**src/rtl/spi_dac_pkg.sv**
```systemverilog
// Shared types and elaboration helpers for the multi-channel SPI DAC transmitter.
// Covers the FSM state encoding, frame-width math and parameter clamping.
package spi_dac_pkg;

  typedef enum logic [1:0] {
    ST_IDLE  = 2'd0,
    ST_SHIFT = 2'd1,
    ST_GAP   = 2'd2
  } state_e;

  function automatic int unsigned frame_w(input int unsigned ctrl_w, input int unsigned data_w);
    return ctrl_w + data_w;
  endfunction

  // The divider needs at least two clocks per half-period to produce separate rise/fall strobes.
  function automatic int unsigned legal_clk_div(input int unsigned clk_div);
    return (clk_div < 2) ? 2 : clk_div;
  endfunction

  function automatic int unsigned legal_min1(input int unsigned n);
    return (n < 1) ? 1 : n;
  endfunction

endpackage

```
**src/rtl/spi_dac_multi_if.sv**
```systemverilog
// Sample stream plus DAC pins for spi_dac_multi; the slave modport is the DAC side.
// Handshake: a word transfers on every rising clk edge where s_valid && s_ready; s_data must hold while s_valid is high and s_ready low.
interface spi_dac_multi_if #(
  parameter int unsigned NUM_CH = 2,
  parameter int unsigned DATA_W = 12
);
  import spi_dac_pkg::*;

  logic [NUM_CH*DATA_W-1:0] s_data;
  logic                     s_valid;
  logic                     s_ready;
  logic                     dac_cs;
  logic                     dac_sclk;
  logic [NUM_CH-1:0]        dac_mosi;
  logic                     busy;
  logic                     frame_done;
  state_e                   dbg_state;

  modport master (
    output s_data, s_valid,
    input  s_ready, dac_cs, dac_sclk, dac_mosi, busy, frame_done, dbg_state
  );

  modport slave (
    input  s_data, s_valid,
    output s_ready, dac_cs, dac_sclk, dac_mosi, busy, frame_done, dbg_state
  );

endinterface

```
**src/rtl/spi_sclk_gen.sv**
```systemverilog
// SPI serial clock divider: toggles sclk every CLK_DIV clks while enabled, idles high when cleared.
// rise_o/fall_o flag the clk edge on which sclk is about to change.
module spi_sclk_gen #(
  parameter int unsigned CLK_DIV = 32
) (
  input  logic clk,
  input  logic reset,
  input  logic en_i,
  input  logic clr_i,
  output logic sclk_o,
  output logic rise_o,
  output logic fall_o
);

  localparam int unsigned CW = $clog2(CLK_DIV);

  logic [CW-1:0] cnt_q, cnt_d;
  logic          sclk_q, sclk_d;
  logic          term;

  assign term = en_i && (cnt_q == CW'(CLK_DIV - 1));

  always_comb begin
    cnt_d  = cnt_q;
    sclk_d = sclk_q;
    if (clr_i) begin
      cnt_d  = '0;
      sclk_d = 1'b1;
    end else if (term) begin
      cnt_d  = '0;
      sclk_d = ~sclk_q;
    end else if (en_i) begin
      cnt_d = cnt_q + 1'b1;
    end
  end

  always_ff @(posedge clk) begin
    if (reset) begin
      cnt_q  <= '0;
      sclk_q <= 1'b1;
    end else begin
      cnt_q  <= cnt_d;
      sclk_q <= sclk_d;
    end
  end

  assign sclk_o = sclk_q;
  assign rise_o = term && !sclk_q;
  assign fall_o = term && sclk_q;

endmodule

```
**src/rtl/spi_dac_multi.sv**
```systemverilog
// Multi-channel SPI DAC transmitter: one-deep holding register feeding NUM_CH parallel
// shift registers that share chip select and serial clock.
module spi_dac_multi
  import spi_dac_pkg::*;
#(
  parameter int unsigned NUM_CH    = 2,
  parameter int unsigned DATA_W    = 12,
  parameter int unsigned CTRL_W    = 4,
  parameter logic [CTRL_W-1:0] CTRL_BITS = '0,
  parameter int unsigned CLK_DIV   = 32,
  parameter int unsigned CS_GAP    = 1
) (
  input  logic            clk,
  input  logic            reset,
  spi_dac_multi_if.slave  bus
);

  localparam int unsigned FRAME_W  = frame_w(CTRL_W, DATA_W);
  localparam int unsigned DIV      = legal_clk_div(CLK_DIV);
  localparam int unsigned GAP_CLKS = legal_min1(CS_GAP) * 2 * DIV;
  localparam int unsigned BCW      = $clog2(FRAME_W + 1);
  localparam int unsigned GCW      = $clog2(GAP_CLKS);

  state_e                   state_q;
  logic                     cs_q, busy_q, frame_done_q, hold_valid_q;
  logic [NUM_CH*DATA_W-1:0] hold_q;
  logic [BCW-1:0]           bit_cnt_q;
  logic [GCW-1:0]           gap_cnt_q;
  logic [NUM_CH-1:0]        mosi;

  logic sclk, sclk_rise, sclk_fall;
  logic in_shift, start_frame, last_rise, shift_bit, accept;

  assign in_shift    = (state_q == ST_SHIFT);
  assign start_frame = (state_q == ST_IDLE) && hold_valid_q;
  assign last_rise   = in_shift && sclk_rise && (bit_cnt_q == BCW'(FRAME_W));
  assign shift_bit   = in_shift && sclk_rise && !last_rise;
  assign accept      = bus.s_valid && !hold_valid_q;

  spi_sclk_gen #(.CLK_DIV(DIV)) u_sclk (
    .clk    (clk),
    .reset  (reset),
    .en_i   (in_shift),
    .clr_i  (!in_shift),
    .sclk_o (sclk),
    .rise_o (sclk_rise),
    .fall_o (sclk_fall)
  );

  // The shift register MSB is the registered MOSI bit; clearing it at frame end returns MOSI to 0.
  for (genvar ch = 0; ch < NUM_CH; ch++) begin : g_ch
    logic [FRAME_W-1:0] sh_q;
    logic [FRAME_W-1:0] frame;

    assign frame = {CTRL_BITS, hold_q[ch*DATA_W +: DATA_W]};

    always_ff @(posedge clk) begin
      if (reset) begin
        sh_q <= '0;
      end else if (start_frame) begin
        sh_q <= frame;
      end else if (shift_bit) begin
        sh_q <= {sh_q[FRAME_W-2:0], 1'b0};
      end else if (last_rise) begin
        sh_q <= '0;
      end
    end

    assign mosi[ch] = sh_q[FRAME_W-1];
  end

  always_ff @(posedge clk) begin
    if (reset) begin
      state_q      <= ST_IDLE;
      cs_q         <= 1'b1;
      busy_q       <= 1'b0;
      frame_done_q <= 1'b0;
      hold_valid_q <= 1'b0;
      hold_q       <= '0;
      bit_cnt_q    <= '0;
      gap_cnt_q    <= '0;
    end else begin
      frame_done_q <= 1'b0;
      if (accept) begin
        hold_q       <= bus.s_data;
        hold_valid_q <= 1'b1;
      end
      case (state_q)
        ST_IDLE: begin
          if (hold_valid_q) begin
            hold_valid_q <= 1'b0;
            cs_q         <= 1'b0;
            busy_q       <= 1'b1;
            bit_cnt_q    <= '0;
            state_q      <= ST_SHIFT;
          end
        end
        ST_SHIFT: begin
          if (sclk_fall) begin
            bit_cnt_q <= bit_cnt_q + 1'b1;
          end
          if (last_rise) begin
            cs_q         <= 1'b1;
            frame_done_q <= 1'b1;
            gap_cnt_q    <= '0;
            state_q      <= ST_GAP;
          end
        end
        ST_GAP: begin
          // The IDLE cycle that launches the next frame is the last CS-high clk of the gap.
          if (gap_cnt_q == GCW'(GAP_CLKS - 2)) begin
            busy_q  <= 1'b0;
            state_q <= ST_IDLE;
          end else begin
            gap_cnt_q <= gap_cnt_q + 1'b1;
          end
        end
        default: begin
          state_q <= ST_IDLE;
        end
      endcase
    end
  end

  assign bus.s_ready    = !hold_valid_q;
  assign bus.dac_cs     = cs_q;
  assign bus.dac_sclk   = sclk;
  assign bus.dac_mosi   = mosi;
  assign bus.busy       = busy_q;
  assign bus.frame_done = frame_done_q;
  assign bus.dbg_state  = state_q;

endmodule
```
**src/flat_wrapper.sv**
```systemverilog
// flat-port wrapper written by rule: the top's interface ports become plain ports
module spi_dac_multi_flat import spi_dac_pkg::*;
#(
  parameter int unsigned NUM_CH    = 2,
  parameter int unsigned DATA_W    = 12,
  parameter int unsigned CTRL_W    = 4,
  parameter logic [CTRL_W-1:0] CTRL_BITS = '0,
  parameter int unsigned CLK_DIV   = 32,
  parameter int unsigned CS_GAP    = 1
)
  (clk, reset, bus_s_data, bus_s_valid, bus_s_ready, bus_dac_cs, bus_dac_sclk, bus_dac_mosi, bus_busy, bus_frame_done, bus_dbg_state);
  spi_dac_multi_if #(.NUM_CH(NUM_CH), .DATA_W(DATA_W)) bus_i ();
  input  logic clk;
  input  logic reset;
  input wire logic [$bits(bus_i.s_data)-1:0] bus_s_data;
  input wire logic [$bits(bus_i.s_valid)-1:0] bus_s_valid;
  output wire logic [$bits(bus_i.s_ready)-1:0] bus_s_ready;
  output wire logic [$bits(bus_i.dac_cs)-1:0] bus_dac_cs;
  output wire logic [$bits(bus_i.dac_sclk)-1:0] bus_dac_sclk;
  output wire logic [$bits(bus_i.dac_mosi)-1:0] bus_dac_mosi;
  output wire logic [$bits(bus_i.busy)-1:0] bus_busy;
  output wire logic [$bits(bus_i.frame_done)-1:0] bus_frame_done;
  output wire logic [$bits(bus_i.dbg_state)-1:0] bus_dbg_state;
  assign bus_i.s_data = bus_s_data;
  assign bus_i.s_valid = bus_s_valid;
  assign bus_s_ready = bus_i.s_ready;
  assign bus_dac_cs = bus_i.dac_cs;
  assign bus_dac_sclk = bus_i.dac_sclk;
  assign bus_dac_mosi = bus_i.dac_mosi;
  assign bus_busy = bus_i.busy;
  assign bus_frame_done = bus_i.frame_done;
  assign bus_dbg_state = bus_i.dbg_state;
  spi_dac_multi #(.NUM_CH(NUM_CH), .DATA_W(DATA_W), .CTRL_W(CTRL_W), .CTRL_BITS(CTRL_BITS), .CLK_DIV(CLK_DIV), .CS_GAP(CS_GAP)) u_core (.clk(clk), .reset(reset), .bus(bus_i));
endmodule
```
**config.mk**
```make
export PLATFORM = sky130hd
export DESIGN_NAME = spi_dac_multi_flat
export DESIGN_NICKNAME = d
export VERILOG_FILES = /design/src/rtl/spi_dac_pkg.sv /design/src/rtl/spi_dac_multi_if.sv /design/src/rtl/spi_sclk_gen.sv /design/src/rtl/spi_dac_multi.sv /design/src/flat_wrapper.sv
export SDC_FILE = /design/constraint.sdc
export NUM_CORES = 1
export LEC_CHECK = 0
export CAP_MARGIN = 10
export CORE_MARGIN = 10
export CORE_UTILIZATION = 39
export CTS_BUF_LIST = sky130_fd_sc_hd__clkbuf_2
export DETAILED_ROUTE_END_ITERATION = 6
export PLACE_DENSITY = 0.56
export SYNTH_ARGS = -nofsm -noshare
export SYNTH_HDL_FRONTEND = slang
export SYNTH_SLANG_ARGS = --single-unit
```
**constraint.sdc**
```tcl
create_clock -name clk -period 2.72 [get_ports clk]
set_clock_uncertainty 0.05 [all_clocks]
set_input_delay 0.544 -clock clk [delete_from_list [all_inputs] [get_ports clk]]
set_output_delay 0.544 -clock clk [all_outputs]
set_load 0.02 [all_outputs]
```
==> results.sh <==
export IMPL_place_congestion=0.7356
export IMPL_n_fill_cell=827
export IMPL_reg2reg_slack_ns=0.61
export IMPL_period_needed_ns=2.345
export IMPL_worstHoldPathCells=1
export IMPL_ff_latch_area_um2=1582
export IMPL_hold_end="u_core.u_sclk.cnt_q[0]$_SDFF_PP0_"
export IMPL_first_pass_iters=4
export IMPL_synthCells=380
export IMPL_p_leak_nw=1.381
export IMPL_syn2layout_area_growth_pct=15.87
export IMPL_dieArea_um2=12360
export IMPL_ant_nets=0
export IMPL_dp_cells=502
export IMPL_yosys_register_bits=79
export IMPL_worst_slew_pin_slew_ns=0.8329
export IMPL_cap_violations=0
export IMPL_finalCritPeriodShare_pct=86.23
export IMPL_cts_resized=0
export IMPL_drive_above_1_share_pct=7.506
export IMPL_vias_per_cell=5.220
export IMPL_slew_headroom_pct=44.34
export IMPL_cts_root_buf="clkbuf_2"
export IMPL_synth_distinct_cells=46
export IMPL_reg2reg_depth=7
export IMPL_slowest_stage="clkdlybuf4s50_1"
export IMPL_final_common_cell="dfxtp_1"
export IMPL_cts_hold_buf=0
export IMPL_p_total_mw=2.200
export IMPL_antenna_found_initial=0
export IMPL_hold_class="flip-flop to flip-flop"
export IMPL_worstReg2RegStart="u_core.u_sclk.cnt_q[0]$_SDFF_PP0_"
export IMPL_syn_area_um2=3241
export IMPL_finalMaxSlewViolations=0
export IMPL_avgRoutedWirePerCell_um=13.79
export IMPL_setup_violations_final=0
export IMPL_clk_latency_ns=0.52
export IMPL_synth_flop_cell="dfxtp_1"
export IMPL_cts_sinks=79
export IMPL_gr_usage_all_layers_pct=11.70
export IMPL_peakVddDrop_uv=301.4
export IMPL_cp_data_arrival_time_ns=1.75
export IMPL_crit_path_start_kind="flip-flop"
export IMPL_min_from="u_core.u_sclk.cnt_q[0]$_SDFF_PP0_"
export IMPL_hold_viol=0
export IMPL_slowest_delay_ns=0.62
export IMPL_synth_avg_cell_area_um2=8.528
export IMPL_num_rows=33
export IMPL_dp_hpwl_um=4993
export IMPL_drc=0
export IMPL_fmax_mhz=426.3
export IMPL_nets=444
export IMPL_grt_pass1_wl_um=12350
export IMPL_rsz0062_at_grt="no"
export IMPL_port_buffers=35
export IMPL_end_kind="primary output"
export IMPL_cts_buffers=9
export IMPL_htree_num_levels=3
export IMPL_drt_iter0_markers=111
export IMPL_initial_utilization_pct=39.84
export IMPL_required_ns=2.13
export IMPL_worstPathCellList="buf_4 > inv_1 > clkdlybuf4s50_1"
export IMPL_ys_async_sr_fraction_pct=0
export IMPL_postCtsSetupBuffers=0
export IMPL_final_cell_mix="dfxtp_1, nand2_1, nor2_1"
export IMPL_die_height_um=111.2
export IMPL_globalRoute_totalOverflow=0
export IMPL_vias=2704
export IMPL_die_w_um=111.2
export IMPL_clkTransAtPathRegs_ns=0.22
export IMPL_n_antenna_cell=0
export IMPL_critPathMaxFanout=10
export IMPL_placeableCoreArea_um2=8134
export IMPL_grt_pass1_vias=2596
export IMPL_wirelength_um=7142
export IMPL_synth_fp_nets=416
export IMPL_yosysWarnings=0
export IMPL_fin_tns_setup_ns=0
export IMPL_multi_input_area_um2=1501
export IMPL_reg2reg_to="u_core.gap_cnt_q[2]$_SDFFE_PP0P_"
export IMPL_critical_path_top_delay_family="buffers and inverters"
export IMPL_crit_buf_inv=3
export IMPL_io_pins=36
export IMPL_stdcell_count=518
export IMPL_synth_edf_count=0
export IMPL_cts_tree="done"
export IMPL_p_per_area_nw_per_um2=586.0
export IMPL_clock_path_buffers=2
export IMPL_grt_max_degree=35
export IMPL_crit_type="flip-flop to primary output"
export IMPL_seq_area_frac_synth_pct=48.80
export IMPL_status="complete, no violations"
-- cell usage after synthesis (all sizes together) (2+ instances only) --
cell type	instances	area share, %
dfxtp	79	49
nand2	59	6.8
nor2	46	5.3
a21oi	34	5.4
o21ai	26	4.0
a221oi	22	5.9
buf	14	2.3
clkbuf	12	1.4
nand3	12	1.9
inv	10	1.2
a22oi	9	2.1
ha	9	3.5
nand2b	5	0.97
nor3	4	0.62
nor2b	3	0.58
xnor2	3	0.81
a211oi	2	0.46
a32o	2	0.62
and2	2	0.39
nand3b	2	0.58
nand4	2	0.39
o211ai	2	0.46
or2	2	0.39
or4	2	0.46
-- flip-flops by register name, indices dropped and copies added (netlist names) --
register               count
u_core.bit_cnt_q           5
u_core.bus.busy            1
u_core.bus.dac_cs          1
u_core.bus.dbg_state       2
u_core.bus.frame_done      1
u_core.g_ch.sh_q          32
u_core.gap_cnt_q           6
u_core.hold_q             24
u_core.hold_valid_q        1
u_core.u_sclk.cnt_q        5
u_core.u_sclk.sclk_o       1
-- worst max path at each step --
| stage | from | endpoint | slack (ns) | cells past startpoint |
|---|---|---|---|---|
| 2_1_floorplan | u_core.u_sclk.cnt_q[0]$_SDFF_PP0_ | u_core.gap_cnt_q[2]$_SDFFE_PP0P_ | 0.86 | 7 |
| 3_3_place_gp | bus_s_valid | u_core.hold_q[10]$_SDFFE_PP0P_ | 0.66 | 4 |
| 3_5_place_dp | u_core.u_sclk.cnt_q[0]$_SDFF_PP0_ | u_core.g_ch[0].sh_q[8]$_SDFFE_PP0P_ | 0.64 | 7 |
| 4_1_cts | u_core.hold_valid_q$_SDFF_PP0_ | bus_s_ready | 0.32 | 3 |
| 5_1_grt | u_core.hold_valid_q$_SDFF_PP0_ | bus_s_ready | 0.24 | 3 |
| 6_report | u_core.hold_valid_q$_SDFF_PP0_ | bus_s_ready | 0.37 | 3 |
-- layout make-up --
class                   instances  share of cell area, %
clock buffers                   9                  1.200
clock inverters                 7                  1.266
inverters                      10                 0.9997
multi-input cells             265                  39.99
flip-flops and latches         79                  42.12
well taps                     105                  3.499
repair buffers                 43                  10.93
-- logic make-up (layout without fill, tap and decap cells) --
kind of cell / after synthesis / count (layout) / synth area share, %
and+or+nand+nor: 143 / 143 / 19.58
xor gates and xnor gates: 4 / 4 / 1.081
buffers and inverters: 36 / 69 / 4.865
DFF: 79 / 79 / 48.80
adders and majority gates: 9 / 9 / 3.475
muxes: 2 / 2 / 0.6564
AOI/OAI and AO/OA: 107 / 107 / 21.54
-- where the power goes --
part           internal (mW)  total [mW]  switching, mW
sequential              1.24        1.28         0.0419
combinational          0.168       0.379          0.210
clock                  0.121       0.543          0.423
-- routing by layer --
| layer | share of wire (%) | global-route usage, % |
|---|---|---|
| met2 | 46 | 18.32 |
| met4 | 1.3 | 3.685 |
| met1 | 50 | 14.85 |
| met3 | 3.4 | 3.788 |
| met5 | 0 | 0 |
-- through the flow --
stage	instance area [um^2]	setup WS (ns)	hold WS (ns)	util [%]
after floorplan	3241	0.8611	0.3675	-
after global placement	3662	0.6629	0.3784	45.02
after detailed placement	3662	0.6438	0.3946	45.02
after CTS	3755	0.3206	0.4188	46.16
after global routing	3755	0.2425	0.4300	46.16
final	3755	0.3745	0.4157	46.16
-- worst register-to-register path, delay by kind of cell, from the launching register on --
kind	cells	cell delay, ns
AND/OR/NAND/NOR	3	0.58
flip-flops	1	0.37
AO/OA/AOI/OAI	2	0.55
adder cells (fa/ha/maj)	2	0.47
Note: power is estimated with default switching activity, not from simulation.
